[config.mk]
export PLATFORM = sky130hd
export DESIGN_NAME = demux1_8_seq
export DESIGN_NICKNAME = d
export VERILOG_FILES = /design/src/rtl/demux1_8_seq.sv
export SDC_FILE = /design/constraint.sdc
export NUM_CORES = 1
export LEC_CHECK = 0
export CORE_MARGIN = 10
export CORE_UTILIZATION = 49
export CTS_CLUSTER_SIZE = 40
export DETAILED_ROUTE_END_ITERATION = 7
export PLACE_DENSITY_LB_ADDON = 0.1
export SLEW_MARGIN = 30
export SYNTH_ARGS = -nofsm -noshare
export SYNTH_HDL_FRONTEND = slang
export SYNTH_SLANG_ARGS = --single-unit
[constraint.sdc]
create_clock -name clk -period 2.7 [get_ports clk]
set_input_delay 0.405 -clock clk [delete_from_list [all_inputs] [get_ports clk]]
set_output_delay 0.405 -clock clk [all_outputs]
set_load 0.01 [all_outputs]
[src/rtl/demux1_8_seq.sv]
// demux1_8_seq: sequenced 1:8 demultiplexer/deserializer with a slot counter steering din into a frame on y.
// Define DEMUX_PARITY_CHK_EN to add a 9th even-parity slot and the parity_err output.
module demux1_8_seq #(
    parameter int WIDTH = 1
) (
    input  logic               clk,
    input  logic               rst_n,
    input  logic [WIDTH-1:0]   din,
    input  logic               din_valid,
    input  logic               sync,
    output logic [8*WIDTH-1:0] y,
    output logic               frame_valid,
    output logic               sync_err,
    output logic               locked,
`ifdef DEMUX_PARITY_CHK_EN
    output logic               parity_err,
    output logic [3:0]         slot
`else
    output logic [2:0]         slot
`endif
);
`ifdef DEMUX_PARITY_CHK_EN
    localparam int SW = 4;
`else
    localparam int SW = 3;
`endif
    localparam logic [SW-1:0] LAST = SW'(SW == 4 ? 8 : 7);
    // Lanes held in the shadow; without parity, lane 7 goes straight from din to y.
    localparam int NL = SW == 4 ? 8 : 7;
    typedef enum logic {HUNT, COLLECT} state_t;
    state_t state, state_nxt;
    logic [SW-1:0] slot_nxt;
    logic [NL*WIDTH-1:0] sh;
    logic [2:0] lane;
    logic wr, done, err;
    assign locked = (state == COLLECT);
    assign lane = sync ? 3'd0 : slot[2:0];
    always_comb begin
        state_nxt = state;
        slot_nxt = slot;
        wr = 1'b0;
        done = 1'b0;
        err = 1'b0;
        if (din_valid) begin
            if (state == HUNT) begin
                if (sync) begin
                    state_nxt = COLLECT;
                    slot_nxt = SW'(1);
                    wr = 1'b1;
                end
            end else if (sync) begin
                err = (slot != '0);
                slot_nxt = SW'(1);
                wr = 1'b1;
            end else if (slot == LAST) begin
                done = 1'b1;
                slot_nxt = '0;
            end else begin
                wr = 1'b1;
                slot_nxt = slot + SW'(1);
            end
        end
    end
`ifdef DEMUX_PARITY_CHK_EN
    logic [WIDTH-1:0] par;
    always_comb begin
        par = din;
        for (int i = 0; i < 8; i++) par ^= sh[i*WIDTH +: WIDTH];
    end
`endif
    always_ff @(posedge clk or negedge rst_n) begin
        if (!rst_n) begin
            state <= HUNT;
            slot <= '0;
            sh <= '0;
            y <= '0;
            frame_valid <= 1'b0;
            sync_err <= 1'b0;
`ifdef DEMUX_PARITY_CHK_EN
            parity_err <= 1'b0;
`endif
        end else begin
            state <= state_nxt;
            slot <= slot_nxt;
            frame_valid <= done;
            sync_err <= err;
            if (wr) sh[lane*WIDTH +: WIDTH] <= din;
`ifdef DEMUX_PARITY_CHK_EN
            if (done) y <= sh;
            parity_err <= done && |par;
`else
            if (done) y <= {din, sh};
`endif
        end
    end
endmodule

# Yosys cells after proc, flatten, opt, wreduce, memory -nomap -nowiden

Cells that the tools add are included.

Reduce and logical (&&, ||, !) cells: 3
Muxes and demuxes: 19
Equal/unequal tests: 1
$add $sub $neg: 2
Shift operators: 2

Operators by type and width:

| operator                 | count |
|---|---|
| $neg A3 Y34              | 1 |
| $shift A1 B34 Y7 const A | 1 |
| $shiftx A1 B34 Y7        | 1 |
| $mux W3                  | 5 |
| $mux W1                  | 13 |
| $bwmux W7                | 1 |
| $add A3 B1 Y3 const B    | 1 |
| $eq A3 B3 Y1 const B     | 1 |
| $reduce_bool A3 Y1       | 1 |
| $reduce_and A2 Y1        | 1 |
| $reduce_bool A2 Y1       | 1 |

Bits in registers: 21
Output and inout port bits: 14

# Longest topological paths before layout

Word-level depth: 5
Gate-level depth with buffers: 8
Mapped depth without buffers: 7

# Worst setup path after synthesis

OpenSTA, ideal clock, no wires.

Path kind: input -> register
Start: input port sync
End: register sh[3]
Stages on the path: 7
Data required time: 2.573 ns
Data arrival time: 2.134 ns
Path slack: 0.438 ns
Path through: clkbuf_1 nand2b_1 ha_1 ha_1 inv_1 or4_1 mux2_1

Cells in the longest elaborated chain, start to end: 4

RTL lines:

| element                                                      | RTL line | RTL |
|---|---|---|
| start: declaration                                           | 10       | `input logic sync,` |
| $mux W3                                                      | 37       | `assign lane = sync ? 3'd0 : slot[2:0];` |
| $neg A3 Y34                                                  | 87       | `if (wr) sh[lane*WIDTH +: WIDTH] <= din;` |
| $shiftx A1 B34 Y7 / $shift A1 B34 Y7 (equally long branches) | 87       |  |
| $bwmux W7                                                    | 87       |  |
| end signal: indexed assignment                               | 87       |  |
| end: declaration                                             | 33       | `logic [NL*WIDTH-1:0] sh;` |

Parallel ways exist; a longest one is shown, timed or not.
A chain may end at the register's enable or synchronous reset.

# Worst setup path after layout

Same ends and word-level chain as after synthesis.

==> summary.md <==
| Metric | Value |
|---|---|
| Outcome | `completed` |
| Highest net fanout along the worst path | `5` |
| Maximum number of pins on one net before global-route repair | `22` |
| Prevailing post-synth register cell | `dfrtp_1` |
| Net count after synthesis | `94` |
| R2R Path End | `sh[3]` |
| Top cells by instance count after synthesis | `dfrtp_1, mux2_2, ha_1, inv_1` |
| Number of buffers created by CTS | `3` |
| Row count | `16` |
| Most numerous cell in the Yosys netlist | `dfrtp_1` |
| Initial Util | `about half` |
| Synthesized area | `~1000 um2` |
| Die Footprint | `0.00424 mm2` |
| Sequential-to-total area share from yosys stat | `a little over half` |
| Overflow left after global routing | `0` |
| Warning count from the yosys run | `0` |
| Pint | `around 500 uW` |
| Worst setup path start | `sync` |
| Global-route wire length before repair | `between 3000 and 4000 um` |
| Max VDD drop | `roughly 0.33 mV` |
| Chip Width | `~65 um` |
| Clock Root Buffer | `clkbuf_4` |
| TritonCTS clock tree | `built` |
| Clock Skews | `around 6.3 ps` |
| Worst-Skew Late Latency | `~310 ps` |
| Length in cells of the worst reg-to-reg path | `6` |
| Number of nets with antenna violations after detailed routing | `0` |
| Total power per unit cell area | `573 mW/mm2` |
| Placeable core region | `0.00194 mm2` |
| Max-cap violations | `0` |
| Share of the synthesized area in the top cell type | `between 50% and 60%` |
| R2R Path Start | `slot[0]` |
| Part of the power in registers | `54.2%` |
| WL per Instance | `approximately 15 um` |
| Routability congestion estimate | `roughly 0.85` |
| Slack of the worst reg-to-reg path | `approximately 420 ps` |
| Setup crit start kind | `input port` |
| Number of setup buffers added after CTS | `0` |
| Hold/Removal Path Class | `input port to async pin` |
| Number of design-rule violations left by the first detailed-router iteration | `20` |
| Routed vias/inst | `roughly 5.4` |
| Post-layout worst setup margin | `322 ps` |
| Fmax | `~420 MHz` |
| Relative contribution of the clock network to total power | `about a fifth` |
| Number of flops mapped to enable cells by yosys | `0` |
| Number of hold buffers added after cts | `0` |
| Pin slew with the least headroom to its limit | `just under 400 ps` |
| Routed wire length | `around 1900 um` |
| Post-CTS clock slew at the launch and capture registers of the worst setup and hold paths | `120 ps` |
| Pwr Total | `just over 700 uW` |
| CP Data Arrival Time | `between 2000 and 3000 ps` |
| Die H | `65.1 um` |
| Detailed-route via count | `about 710` |
| CTS H-tree lvls | `1` |
| Endpoints failing hold | `0` |
| Setup violators final | `0` |
| P&R area growth vs syn | `24.8%` |
| Post-route setup TNS | `0 ps` |
| Number of synthesized register bits | `21` |
| Number of global-route vias before repair | `740` |
| Setup repair after global routing missed its margin | `false` |
| Worst setup EP type | `flop` |
| Max Slew Vio Count | `0` |
| CP Class | `input port to flop` |
| Antenna diode instance count | `0` |
| Post_cts resized | `0` |
| Length of the first detailed-routing pass in iterations | `4` |
| Initial antenna violation count | `0` |
| Switching power total | `slightly above 200 uW` |
| Worst slack on hold paths | `431 ps` |
| Min Tclk post-route | `~2400 ps` |
| Worst slack after detailed placement | `slightly below 0.8 ps` |
| Final Net Count | `117` |
| Synthesized instance count | `84` |
| Comb pwr share | `around 25%` |
| Layout Utilization | `~64%` |
| DRC Markers | `0` |
| Clk buf depth | `2` |
| Switching share of total power | `between 20 and 30%` |
| Leak | `about 0.58 nW` |
| Ratio of final minimum period to clock period | `88.1%` |
| Syn Area/Cell | `11.9 um2` |
| Total Routing Usage GR | `under 10%` |
| Cell types with the largest area share after synthesis | `dfrtp_1, mux2_2, ha_1` |
| Number of I/O port buffers | `18` |
| Total number of clock tree sinks | `21` |
| I/O pin count | `19` |
| HPWL after detailed placement | `between 1000 and 1500 um` |
| Fraction of final layout cells sized beyond drive strength 1 | `19.8%` |
| Distinct cell type count of the synthesized netlist | `28` |
| Async set or reset register ratio after synthesis | `100%` |
| Required time of the critical path | `~2900 ps` |
| Library cell with the largest summed area after synthesis | `dfrtp_1` |
| Worst slew margin relative to its limit | `roughly 74%` |
[metal layers]
metal  vias up  routed length [um]  track usage [%]
met5         -                   0                0
met4         0                  19             5.61
met3         2                 177             3.90
met2        24                 986             16.1
met1       343                 749             10.6
li1        345                   -                -
[power groups by stage]
stage	Clock (mW)	Combinational, mW	Sequential (mW)
finish	0.152	0.175	0.387
global route	0.167	0.195	0.395
CTS	0.162	0.177	0.388
detailed placement	0	0.176	0.394
global placement	0	0.172	0.392
floorplan	0	0.0973	0.394
[logic make-up (layout without fill, tap and decap cells)]
logic type	Yosys count	in the layout	synth area share, %
buffers and inverters	7	29	2.76
multiplexers	15	15	16.9
flip-flops	21	21	52.6
AND/OR/NAND/NOR	26	26	15.0
adder cells (fa/ha/maj)	5	5	6.27
AO/OA/AOI/OAI	10	10	6.39
[critical path, cell delays in order]
cell and delay (ps):
clkdlybuf4s50_1 460, nand2b_1 200, ha_1 220, ha_1 370
inv_1 90, or4_1 520, mux2_1 320
[worst max-delay path by stage]
stage / end / slack, ps / cells past startpoint
after CTS: sh[3] / 340 / 7
after floorplan: sh[3] / 440 / 7
after global placement: sh[3] / 90 / 7
after global routing: sh[3] / 210 / 7
after detailed placement: sh[3] / 0.8 / 7
final: sh[3] / 320 / 7
[final cells by class]
cell class / instances / area (um2)
clock buffer: 3 / 22.5
clock inverter: 1 / 5.00
fill: 159 / 696
inverter: 5 / 18.8
multi-input combinational: 56 / 445
sequential: 21 / 526
tap: 27 / 33.8
timing repair buffer: 20 / 195
[sequential cells by signal (all words and copies together), names as in the netlist]
register,flops
y,8
sh,7
slot,3
frame_valid,1
locked,1
sync_err,1
[cell usage in the layout, fill, tap and decap left out]
| cell | netlist | final |
|---|---|---|
| nand2b_1 | 3 | 3 |
| and2_1 | 2 | 2 |
| buf_4 | 0 | 2 |
| mux2_1 | 1 | 1 |
| nand2_1 | 4 | 4 |
| and2b_1 | 1 | 1 |
| nor2b_1 | 1 | 1 |
| clkinv_2 | 0 | 1 |
| inv_1 | 5 | 5 |
| or4_1 | 1 | 1 |
| o21a_1 | 1 | 1 |
| a21oi_1 | 1 | 1 |
| nor3_1 | 2 | 2 |
| nor2_1 | 3 | 3 |
| o21ai_0 | 2 | 2 |
| a31oi_1 | 1 | 1 |
| nand4_1 | 4 | 4 |
| mux2_2 | 14 | 14 |
| and4bb_2 | 1 | 1 |
| a22o_1 | 1 | 1 |
| o21ai_1 | 1 | 1 |
| nand3_1 | 3 | 3 |
| o21bai_1 | 1 | 1 |
| dfrtp_1 | 21 | 21 |
| ha_1 | 5 | 5 |
| clkbuf_4 | 0 | 3 |
| clkdlybuf4s50_1 | 0 | 18 |
| o22ai_1 | 1 | 1 |
| a21o_1 | 1 | 1 |
| nand4b_1 | 1 | 1 |
[through the flow]
step                cells  area, um2
global route          133       1250
detailed placement    129       1220
CTS                   133       1250
floorplan              84        998
finish                133       1250
global placement      129       1220
Power figures use the tool's default switching activity.
